### config.mk
export PLATFORM = sky130hd
export DESIGN_NAME = seg_display_arbiter
export DESIGN_NICKNAME = d
export VERILOG_FILES = /design/src/rtl/seg_display_arbiter.sv
export SDC_FILE = /design/constraint.sdc
export NUM_CORES = 1
export LEC_CHECK = 0
export ABC_AREA = 1
export CORE_ASPECT_RATIO = 0.7
export CORE_MARGIN = 5
export CORE_UTILIZATION = 45
export CTS_CLUSTER_DIAMETER = 40
export DETAILED_ROUTE_END_ITERATION = 12
export GPL_ROUTABILITY_DRIVEN = 1
export PLACE_DENSITY = 0.76
export SYNTH_ARGS = -nofsm -noshare
export SYNTH_HDL_FRONTEND = slang
export SYNTH_SLANG_ARGS = --single-unit
### constraint.sdc
create_clock -name clk10 -period 1.9 [get_ports clk10]
set_input_delay 0.38 -clock clk10 [delete_from_list [all_inputs] [get_ports clk10]]
set_output_delay 0.38 -clock clk10 [all_outputs]
set_load 0.02 [all_outputs]
### src/rtl/seg_display_arbiter.sv
// Round-robin arbiter that shares a 4-digit 7-segment display between NREQ requesters.
// The owner's 16-bit value is hex-decoded into active-low segment patterns; seg1 is the LS nibble.
module seg_display_arbiter #(
    parameter int NREQ        = 3,
    parameter int HOLD_CYCLES = 1000,
    parameter int LZ_BLANK    = 0
) (
    input  logic                 clk10,
    input  logic                 rst,
    input  logic [NREQ-1:0]      req,
    input  logic [16*NREQ-1:0]   val,
    output logic [NREQ-1:0]      gnt,
    output logic                 busy,
    output logic [6:0]           seg1,
    output logic [6:0]           seg2,
    output logic [6:0]           seg3,
    output logic [6:0]           seg4
);

    localparam int IW = $clog2(NREQ);
    localparam int HW = (HOLD_CYCLES > 1) ? $clog2(HOLD_CYCLES) : 1;
    localparam logic [6:0] SEG_DASH  = 7'h3F;
    localparam logic [6:0] SEG_BLANK = 7'h7F;

    typedef enum logic [1:0] {
        ST_IDLE = 2'd0,
        ST_HOLD = 2'd1,
        ST_OWN  = 2'd2
    } state_t;

    state_t            state_q, state_d;
    logic [NREQ-1:0]   gnt_q, gnt_d;
    logic              busy_q, busy_d;
    logic [IW-1:0]     rr_ptr_q, rr_ptr_d;
    logic [HW-1:0]     hold_cnt_q, hold_cnt_d;
    logic [15:0]       shadow_q, shadow_d;
    logic [6:0]        seg1_q, seg1_d, seg2_q, seg2_d, seg3_q, seg3_d, seg4_q, seg4_d;

    logic              own_req_s;
    logic [15:0]       own_val_s;
    logic [NREQ-1:0]   others_s;
    logic [IW-1:0]     grant_idx_s;
    logic              do_grant_s;
    logic              blank4_s, blank3_s, blank2_s;

    // First set bit of r scanning circularly upward from ptr.
    function automatic logic [IW-1:0] pick_f(input logic [NREQ-1:0] r, input logic [IW-1:0] ptr);
        logic          found;
        logic [IW-1:0] res;
        int            idx;
        found = 1'b0;
        res   = '0;
        for (int i = 0; i < NREQ; i++) begin
            idx = int'(ptr) + i;
            if (idx >= NREQ) begin
                idx = idx - NREQ;
            end else begin
                idx = idx;
            end
            if (!found && r[IW'(idx)]) begin
                found = 1'b1;
                res   = IW'(idx);
            end else begin
                found = found;
            end
        end
        return res;
    endfunction

    function automatic logic [6:0] hex_f(input logic [3:0] n);
        logic [6:0] s;
        case (n)
            4'h0: s = 7'h40;
            4'h1: s = 7'h79;
            4'h2: s = 7'h24;
            4'h3: s = 7'h30;
            4'h4: s = 7'h19;
            4'h5: s = 7'h12;
            4'h6: s = 7'h02;
            4'h7: s = 7'h78;
            4'h8: s = 7'h00;
            4'h9: s = 7'h10;
            4'hA: s = 7'h08;
            4'hB: s = 7'h03;
            4'hC: s = 7'h46;
            4'hD: s = 7'h21;
            4'hE: s = 7'h06;
            4'hF: s = 7'h0E;
            default: s = SEG_BLANK;
        endcase
        return s;
    endfunction

    // Owner request and value, selected through the one-hot grant.
    always_comb begin
        own_val_s = 16'h0000;
        for (int i = 0; i < NREQ; i++) begin
            own_val_s = own_val_s | (val[16*i +: 16] & {16{gnt_q[i]}});
        end
        own_req_s   = |(req & gnt_q);
        others_s    = req & ~gnt_q;
        grant_idx_s = (state_q == ST_IDLE) ? pick_f(req, rr_ptr_q) : pick_f(others_s, rr_ptr_q);
        do_grant_s  = ((state_q == ST_IDLE) && (|req)) || ((state_q == ST_OWN) && (|others_s));
    end

    // Next-state, grant, hold counter and shadow value.
    always_comb begin
        state_d    = state_q;
        gnt_d      = gnt_q;
        busy_d     = busy_q;
        rr_ptr_d   = rr_ptr_q;
        hold_cnt_d = hold_cnt_q;
        shadow_d   = shadow_q;

        case (state_q)
            ST_IDLE: begin
                gnt_d  = '0;
                busy_d = 1'b0;
            end
            ST_HOLD: begin
                if (hold_cnt_q == '0) begin
                    state_d = ST_OWN;
                end else begin
                    hold_cnt_d = hold_cnt_q - HW'(1);
                end
            end
            ST_OWN: begin
                if (!(|others_s) && !own_req_s) begin
                    state_d = ST_IDLE;
                    gnt_d   = '0;
                    busy_d  = 1'b0;
                end else begin
                    state_d = ST_OWN;
                end
            end
            default: begin
                state_d = ST_IDLE;
                gnt_d   = '0;
                busy_d  = 1'b0;
            end
        endcase

        // A new grant (from idle or as a handover) overrides the per-state choice.
        if (do_grant_s) begin
            state_d              = ST_HOLD;
            gnt_d                = '0;
            gnt_d[grant_idx_s]   = 1'b1;
            busy_d               = 1'b1;
            hold_cnt_d           = HW'(HOLD_CYCLES - 1);
            rr_ptr_d             = (grant_idx_s == IW'(NREQ - 1)) ? '0 : grant_idx_s + IW'(1);
        end else begin
            rr_ptr_d = rr_ptr_q;
        end

        if ((state_q != ST_IDLE) && own_req_s) begin
            shadow_d = own_val_s;
        end else begin
            shadow_d = shadow_q;
        end
    end

    // Segment patterns: dashes whenever idle, otherwise decoded shadow with optional blanking.
    always_comb begin
        blank4_s = (LZ_BLANK != 0) && (shadow_q[15:12] == 4'h0);
        blank3_s = blank4_s && (shadow_q[11:8] == 4'h0);
        blank2_s = blank3_s && (shadow_q[7:4] == 4'h0);
        if (state_d == ST_IDLE) begin
            seg1_d = SEG_DASH;
            seg2_d = SEG_DASH;
            seg3_d = SEG_DASH;
            seg4_d = SEG_DASH;
        end else begin
            seg1_d = hex_f(shadow_q[3:0]);
            seg2_d = blank2_s ? SEG_BLANK : hex_f(shadow_q[7:4]);
            seg3_d = blank3_s ? SEG_BLANK : hex_f(shadow_q[11:8]);
            seg4_d = blank4_s ? SEG_BLANK : hex_f(shadow_q[15:12]);
        end
    end

    // State register with synchronous reset.
    always_ff @(posedge clk10) begin
        if (rst) begin
            state_q    <= ST_IDLE;
            gnt_q      <= '0;
            busy_q     <= 1'b0;
            rr_ptr_q   <= '0;
            hold_cnt_q <= '0;
            shadow_q   <= 16'h0000;
            seg1_q     <= SEG_DASH;
            seg2_q     <= SEG_DASH;
            seg3_q     <= SEG_DASH;
            seg4_q     <= SEG_DASH;
        end else begin
            state_q    <= state_d;
            gnt_q      <= gnt_d;
            busy_q     <= busy_d;
            rr_ptr_q   <= rr_ptr_d;
            hold_cnt_q <= hold_cnt_d;
            shadow_q   <= shadow_d;
            seg1_q     <= seg1_d;
            seg2_q     <= seg2_d;
            seg3_q     <= seg3_d;
            seg4_q     <= seg4_d;
        end
    end

    assign gnt  = gnt_q;
    assign busy = busy_q;
    assign seg1 = seg1_q;
    assign seg2 = seg2_q;
    assign seg3 = seg3_q;
    assign seg4 = seg4_q;

endmodule

==> impl_metrics.tcl, run 1 <==
set metrics [dict create \
    p_seq_share_pct 27.8 \
    hold_viol 0 \
    power.share.clock_pct 29.2 \
    clk_pin_slew_worst_paths_ps 50 \
    gp_congestion 0.892 \
    avgViaCountPerCell 5.33 \
    dieArea_um2 10100 \
    grt_first_pass_wirelength_um 17900 \
    grtUsageTotal_pct 21.3 \
    routed_wirelength_um 11000 \
    clockBufferDepth 2 \
    vias 3950 \
    worstHoldStart "busy" \
    crit_start "gnt[0]" \
    route.met2.wl_um 5140 \
    yosys.area.top_type "dfxtp_1" \
    swShare_pct 37.1 \
    fillCellCount 656 \
    clk_latency_ps 330 \
    synth_fp_nets 596 \
    r2r_cells 12 \
    fin_skew_ps 5.62 \
    critPathRequiredTime_ps 1520 \
    num_antenna_cells 0 \
    status "finished, final reports clean" \
    worstSetupPathType "reg2out" \
    maxSlewHeadroom_pct 71.4 \
    drt-initial-drc-count 269 \
    drv_slew 0 \
    overflow 0 \
    finalSetupViolations 0 \
    placedCellCount 725 \
    async_flop_share_pct 0 \
    grt_pass1_vias 3797 \
    timing.rr.end "gnt[0]" \
    cts_tree "yes" \
    cp-start-kind "register" \
    wl_per_cell_um 14.9 \
    area_delta_synth_final_pct 44.4 \
    p_leak_nw 2.28 \
    arrival_ps 1400 \
    ios 85 \
    synth_most_common_cell "nand2_1" \
    synthTopCellsByCount "nand2_1 (122), dfxtp_1 (62), inv_1 (59)" \
    start_util_pct 46.5 \
    power_density_nw_per_um2 1220 \
    port-buffer-count 84 \
    synth-edff-count 0 \
    crit_fanout 15 \
    yosysWarnings 0 \
    min_path_type "reg2reg" \
    core_area_um2 7910 \
    fin_crit_sh_pct 93.6 \
    r2r_start "rr_ptr_q[1]" \
    switchingPower_mw 2.41 \
    fp.dieH_um 85.6 \
    hold_slack_ps 478 \
    cts_root_buffer "clkbuf_16" \
    htreeDepth 3 \
    r2r_slack_ps 120 \
    nets 715 \
    synth.top_cell.area_share_pct 33.7 \
    die_w_um 118 \
    power_mw 6.49 \
    cts-buffers-inserted 9 \
    max_freq_mhz 562 \
    postCtsHoldBufs 0 \
    crit_path_end "gnt[0]" \
    ant_nets 0 \
    cts_sinks 62 \
    synth_area_leaders "dfxtp_1 (34%), nand2_1 (12%), ha_1 (9.2%), o21ai_0 (7.2%), inv_1 (6.0%)" \
    ys_seq_area_share_pct 33.7 \
    crit_path_end_kind "primary output" \
    drt-met1-wl_um 4940 \
    cap_violations 0 \
    rows 27 \
    drive_gt1_share_pct 16.9 \
    fin_crit_ps 1780 \
    ir_drop_mv 0.580 \
    tightest_slew_ps 425 \
    stdcell_count 741 \
    synth_area_um2 3680 \
    grt_max_degree 32 \
    power_frac_comb_pct 43.0 \
    synth_ff_type "dfxtp_1" \
    route.met3.wl_um 750 \
    synth_cells 516 \
    drcViolationCount 0 \
    p_int_mw 4.08 \
    grt_antenna_before_repair 0 \
    synth.distinct_cells 36 \
    drt_first_pass_iters 6 \
    dpl.hpwl_um 7980 \
    syn_avg_cell_area_um2 7.13 \
    dr.max_layer_used "met4" \
    synth_seq_cells 62 \
]
[placed cells by master (no fill, tap or decap), types with 5 or more instances in the layout]
| master | netlist | final |
|---|---|---|
| ha_1 | 27 | 25 |
| inv_2 | 3 | 6 |
| inv_1 | 59 | 56 |
| nand2_1 | 122 | 120 |
| a41oi_1 | 16 | 16 |
| nor3_1 | 6 | 5 |
| nand3_1 | 30 | 27 |
| clkdlybuf4s50_1 | 0 | 79 |
| nor2_1 | 41 | 39 |
| a21oi_1 | 25 | 25 |
| clkbuf_16 | 0 | 9 |
| dfxtp_1 | 62 | 60 |
| o211ai_2 | 7 | 7 |
| buf_4 | 1 | 45 |
| o21ai_2 | 5 | 7 |
| o21ai_0 | 53 | 49 |
| nand2_2 | 3 | 5 |
[registers in the layout, summed over array words and instances, names as in the netlist]
register and count:
shadow_q 16, hold_cnt_q 10, seg1 7, seg2 7
seg3 7, seg4 7, gnt 3, rr_ptr_q 2
state_q 2, busy 1
[cell families (layout without fill, tap and decap cells)]
kind of cell	count (synthesis)	after routing	share of synthesized area (%)
and+or+nand+nor	215	215	24.6
AOI/OAI and AO/OA	124	124	22.0
buffers and inverters	88	212	10.5
DFF	62	62	33.7
adders and majority gates	27	27	9.18
[layout make-up]
| class | count | area, um^2 | area share [%] |
|---|---|---|---|
| Clock inverter | 6 | 109 | 2.05 |
| Clock buffer | 10 | 239 | 4.50 |
| Multi-Input combinational cell | 366 | 2110 | 39.7 |
| Timing Repair Buffer | 132 | 1240 | 23.3 |
| Inverter | 64 | 248 | 4.66 |
| Tap cell | 101 | 126 | 2.38 |
| Sequential cell | 62 | 1240 | 23.4 |
[metal layers]
metal | global-route usage, % | vias up
li1 | - | 1957
met4 | 6.88 | 0
met2 | 35.3 | 175
met1 | 27.3 | 1796
met5 | 0 | -
met3 | 5.34 | 22
[metrics by stage]
step                      instance area [um^2]  setup WS [ps]  TNS, ps  util [%]
after detailed placement                  4890           -232    -5790      61.9
after global placement                    4890           -125    -3070      61.9
after CTS                                 5250           20.5        0      66.4
after global routing                      5310          -5.75    -5.75      67.2
final                                     5310            121        0      67.2
after floorplan                           3680           69.7        0         -
[repair_timing]
| action | CTS | global route |
|---|---|---|
| pin swaps | 0 | 6 |
| endpoints found under the setup margin | 3 | 38 |
| setup buffers | 0 | 0 |
| resized for setup | 6 | 23 |
[critical path: stages (launching register included)]
cell	delay, ps
dfxtp_1	430
buf_4	290
dlygate4sd2_1	360
[worst min path at each step]
stage / to / slack [ps] / cells past startpoint
final: busy / 480 / 2
after global routing: rr_ptr_q[0] / 480 / 2
after CTS: rr_ptr_q[0] / 470 / 2
after detailed placement: busy / 450 / 2
after global placement: busy / 460 / 2
after floorplan: rr_ptr_q[0] / 450 / 2
[power by group through the flow]
stage / logic, mW / clock network (mW) / registers (mW)
after detailed placement: 2.63 / 0 / 1.81
final: 2.79 / 1.90 / 1.80
after global placement: 2.54 / 0 / 1.80
after global routing: 3.06 / 1.98 / 1.83
after CTS: 2.68 / 1.91 / 1.79
after floorplan: 1.44 / 0 / 1.92
(Power assumes the default switching activity.)
==> inputs of run 2 (changes only) <==
--- a/config.mk
+++ b/config.mk
@@ -6,7 +6,6 @@
 export NUM_CORES = 1
 export LEC_CHECK = 0
 export ABC_AREA = 1
-export CORE_ASPECT_RATIO = 0.7
 export CORE_MARGIN = 5
 export CORE_UTILIZATION = 45
 export CTS_CLUSTER_DIAMETER = 40
@@ -16,3 +15,4 @@
 export SYNTH_ARGS = -nofsm -noshare
 export SYNTH_HDL_FRONTEND = slang
 export SYNTH_SLANG_ARGS = --single-unit
+export TNS_END_PERCENT = 5
==> run 2 against run 1 <==
Flip-flop and latch count unchanged; cell count fell by 1.2%; count of clock-buffer cells in the layout is the same; setup slack got worse by 26 ps; combinational power is essentially flat; power is 10% lower; register-to-register slack got worse by 30 ps; final area is 3.2% lower; routed wire length is 11% lower; critical path depth is 11 higher; largest cell class unchanged; highest routed layer unchanged.
==> impl_metrics.tcl, run 2 (synthesized netlist as in run 1, its figures left out) <==
set metrics [dict create \
    status "finished, final reports clean" \
    grtUsageTotal_pct 19.4 \
    start_util_pct 45.5 \
    cts_tree "yes" \
    layout_setup_ws_ps 94.6 \
    worstSetupPathType "reg2reg" \
    grt_antenna_before_repair 0 \
    dieArea_um2 10100 \
    rows 33 \
    avgViaCountPerCell 5.12 \
    gp_congestion 0.887 \
    regMostFlops "shadow_q" \
    cts-buffers-inserted 9 \
    max_freq_mhz 554 \
    maxSlewHeadroom_pct 72.2 \
    largest_reg_flops 16 \
    fin_crit_ps 1810 \
    drcViolationCount 0 \
    finalSetupViolations 0 \
    nets 702 \
    fin_skew_ps 12.8 \
    cts_root_buffer "clkbuf_8" \
    drive_gt1_share_pct 15.3 \
    cap_violations 0 \
    cp-start-kind "register" \
    postCtsHoldBufs 0 \
    final_common_cell "nand2_1" \
    ir_drop_mv 0.872 \
    tightest_slew_ps 417 \
    preCtsSetupSlack_ps -314 \
    wl_per_cell_um 13.4 \
    final_util_pct 63.5 \
    critPathRequiredTime_ps 2160 \
    crit_fanout 5 \
    hold_viol 0 \
    area_delta_synth_final_pct 39.8 \
    clk_latency_ps 330 \
    grt_max_degree 21 \
    power_density_nw_per_um2 1130 \
    grt_first_pass_wirelength_um 15900 \
    drt_first_pass_iters 6 \
    overflow 0 \
    ant_nets 0 \
    routed_wirelength_um 9820 \
    regArea_um2 1250 \
    grt_pass1_vias 3496 \
    port-buffer-count 84 \
    htreeDepth 3 \
    fp.dieH_um 100 \
    top_regs "shadow_q: 16 flops, hold_cnt_q: 10 flops" \
    crit_path_end_kind "register" \
    fin_crit_sh_pct 95.0 \
    p_leak_nw 2.15 \
    clk_pin_slew_worst_paths_ps 70 \
    dpl.hpwl_um 7230 \
    fillCellCount 698 \
    drv_slew 0 \
    die_w_um 100 \
    core_area_um2 8090 \
    arrival_ps 2070 \
    vias 3746 \
    num_antenna_cells 0 \
    min_path_type "reg2reg" \
    rsz0062_at_grt "true" \
    mostFrequentLayoutCells "nand2_1 (120), clkdlybuf4s50_1 (80), dfxtp_1 (58)" \
    cts_sinks 62 \
    ios 85 \
    multi_input_area_um2 2120 \
    drt-initial-drc-count 240 \
    clockBufferDepth 2 \
]
## run 2: cell types whose count changed in the layout (fill, tap and decap cells not counted), moves of 3 or more
| cell | before | now |
|---|---|---|
| buf_12 | 2 | 5 |
| clkbuf_8 | 1 | 9 |
| buf_4 | 45 | 30 |
| clkbuf_16 | 9 | 0 |
## run 2: where the power goes
group	internal [mW]	switching, mW	total (mW)
combinational	1.22	1.57	2.79
sequential	1.57	0.229	1.80
clock	0.736	0.507	1.24
## run 2: through the flow
step                power, mW  cell area [um^2]  instances  hold WS [ps]  setup TNS [ps]
floorplan                3.37              3680        516           447               0
global placement         4.34              4820        714           463           -8820
detailed placement       4.41              4820        714           452          -12250
CTS                      5.71              5050        730           468               0
global route             6.25              5140        732           503           -47.4
finish                   5.83              5140        732           469               0
## run 2: worst paths after layout
path	start	slack (ps)	end	cells after the start
setup / recovery	rr_ptr_q[0]	90	gnt[0]	13
hold / removal	busy	470	busy	2
setup reg to reg	rr_ptr_q[0]	90	gnt[0]	13
hold reg to reg	busy	470	busy	2
## run 2: worst max-delay path, stage by stage (launching register included)
cell and delay (ps):
dfxtp_4 360, inv_2 40, ha_4 290, buf_4 140
nand2_1 50, nand3_1 90, nand2_1 60, nand3_1 100
nor2_1 50, o21ai_1 170, nand3_1 110, nor2_2 130
nor2_1 50, nor2_1 100
## run 2: area by class of cell
type	instances	area share (%)
multi-input cells	366	41.3
flip-flops and latches	62	24.3
repair buffers	119	22.8
inverters	64	4.91
well taps	105	2.55
clock buffers	10	2.48
clock inverters	6	1.68
## run 2: what timing repair did
item                                    CTS  global route
pin swaps                                 0            10
setup buffers                             0             2
gates resized for setup                   6            27
endpoints found under the setup margin    6            39
hold endpoints to repair                  0             0
## run 2: routing by layer
layer / track usage [%] / vias up / wire, um
met3: 5.28 / 13 / 639
met4: 5.70 / 0 / 105
met2: 31.4 / 126 / 4610
li1: - / 1924 / -
met5: 0 / - / 0
met1: 25.1 / 1683 / 4460
==> inputs of run 3 (changes only) <==
--- a/config.mk
+++ b/config.mk
@@ -7,9 +7,11 @@
 export LEC_CHECK = 0
 export ABC_AREA = 1
 export CORE_MARGIN = 5
-export CORE_UTILIZATION = 45
+export CORE_UTILIZATION = 58
 export CTS_CLUSTER_DIAMETER = 40
+export CTS_CLUSTER_SIZE = 25
 export DETAILED_ROUTE_END_ITERATION = 12
+export DONT_BUFFER_PORTS = 1
 export GPL_ROUTABILITY_DRIVEN = 1
 export PLACE_DENSITY = 0.76
 export SYNTH_ARGS = -nofsm -noshare
==> run 3 against run 2 <==
Clock skew down 1.2 ps; core utilization up 2.7 points; routed wire length down 8.3%.
==> impl_metrics.tcl, run 3 (synthesized netlist as in run 1, its figures left out) <==
set metrics [dict create \
    fin_crit_sh_pct 97.7 \
    cts-buffers-inserted 9 \
    grt_first_pass_wirelength_um 13600 \
    min_path_type "in2reg" \
    clk_pin_slew_worst_paths_ps 60 \
    hold_viol 0 \
    area_delta_synth_final_pct 13.0 \
    start_util_pct 58.6 \
    cts_tree "yes" \
    clk_latency_ps 340 \
    num_antenna_cells 0 \
    drt_first_pass_iters 5 \
    status "finished, final reports clean" \
    ir_drop_mv 1.17 \
    critPathRequiredTime_ps 2170 \
    drv_slew 0 \
    setup-tns-final_ps 0 \
    stdcell_count 608 \
    tightest_slew_ps 408 \
    path_buf_inv 2 \
    ios 85 \
    crit_path_end_kind "register" \
    cp_top_family "simple AND/OR/NAND/NOR gates" \
    mostFrequentLayoutCells "nand2_1 (119), dfxtp_1 (60), inv_1 (56)" \
    top_regs "shadow_q: 16 flops, hold_cnt_q: 10 flops" \
    cts_root_buffer "clkbuf_8" \
    placedCellCount 588 \
    p_leak_nw 1.72 \
    dieArea_um2 8040 \
    preCtsSetupSlack_ps -73.3 \
    clockBufferDepth 2 \
    vias 3474 \
    drt-initial-drc-count 228 \
    maxSlewHeadroom_pct 72.6 \
    layout_setup_ws_ps 44.1 \
    postPlaceCellArea_um2 3800 \
    postCtsHoldBufs 0 \
    port-buffer-count 0 \
    fin_area_um2 4160 \
    core_area_um2 6280 \
    fin_crit_ps 1860 \
    worstSetupPathType "reg2reg" \
    cts_sinks 62 \
    wl_per_cell_um 14.8 \
    grt_pass1_vias 3087 \
    htreeDepth 3 \
    power_density_nw_per_um2 1300 \
    fp.dieH_um 89.6 \
    drive_gt1_share_pct 16.0 \
    die_w_um 89.6 \
    dpl.hpwl_um 6350 \
    routed_wirelength_um 9010 \
    finalSetupViolations 0 \
    cap_violations 0 \
    rows 29 \
    cp-start-kind "register" \
    arrival_ps 2130 \
    drcViolationCount 0 \
    regMostFlops "shadow_q" \
    final_common_cell "nand2_1" \
    cp_common_cell "nand3_1" \
    ant_nets 0 \
    worstPathCellList "inv_2 -> ha_4 -> buf_6 -> nand3_1 -> nand3_1 -> nand2_2 -> nand3_4 -> nand3_1 -> nand2_1 -> nand3_2 -> nor2_4 -> nor2_1 -> nor2_1" \
    cp_slowest_cell "dfxtp_4" \
    fin_skew_ps 11.6 \
    max_freq_mhz 539 \
    rsz0062_at_grt "true" \
    grtUsageTotal_pct 21.8 \
    grt_antenna_before_repair 0 \
    largest_reg_flops 16 \
    crit_fanout 7 \
    nets 606 \
    max_stage_delay_ps 370 \
    overflow 0 \
    grt_max_degree 21 \
    avgViaCountPerCell 5.71 \
    gp_congestion 0.945 \
]
==> run 3: repair_timing <==
item | CTS | global route
gates resized for setup | 8 | 25
setup endpoints to repair | 8 | 37
buffers inserted | 0 | 4
pin swaps | 0 | 8
==> run 3: layer usage <==
layer,vias up,global-route usage [%],share of wire [%]
li1,1738,-,-
met1,1583,25.7,40
met2,134,35.9,49
met3,19,8.49,8.7
met4,0,8.12,1.9
met5,-,0,0
==> run 3: path summary, 6_finish.rpt <==
check,cells after the start,startpoint,end,slack (ps)
hold reg to reg,2,rr_ptr_q[0],rr_ptr_q[0],510
setup / recovery,13,rr_ptr_q[0],gnt[0],40
setup reg to reg,13,rr_ptr_q[0],gnt[0],40
hold / removal,1,rst,busy,110
==> run 3: cell type report <==
cell class,instances,area [um^2]
Clock buffer,11,141
Clock inverter,5,82.6
Fill cell,534,2120
Inverter,64,250
Multi-Input combinational cell,366,2140
Sequential cell,62,1250
Tap cell,77,96.3
Timing Repair Buffer,23,201
==> run 3: power by group <==
group          internal, mW  switching, mW
sequential             1.57          0.420
combinational         0.788           1.33
clock                 0.777          0.506
==> run 3: per-stage QoR <==
step	total power, mW	hold WS, ps	utilization [%]
floorplan	3.37	447	-
global placement	3.76	452	60.6
detailed placement	3.84	453	60.6
CTS	5.19	88.5	64.4
global route	5.78	78.5	66.2
finish	5.39	107	66.2
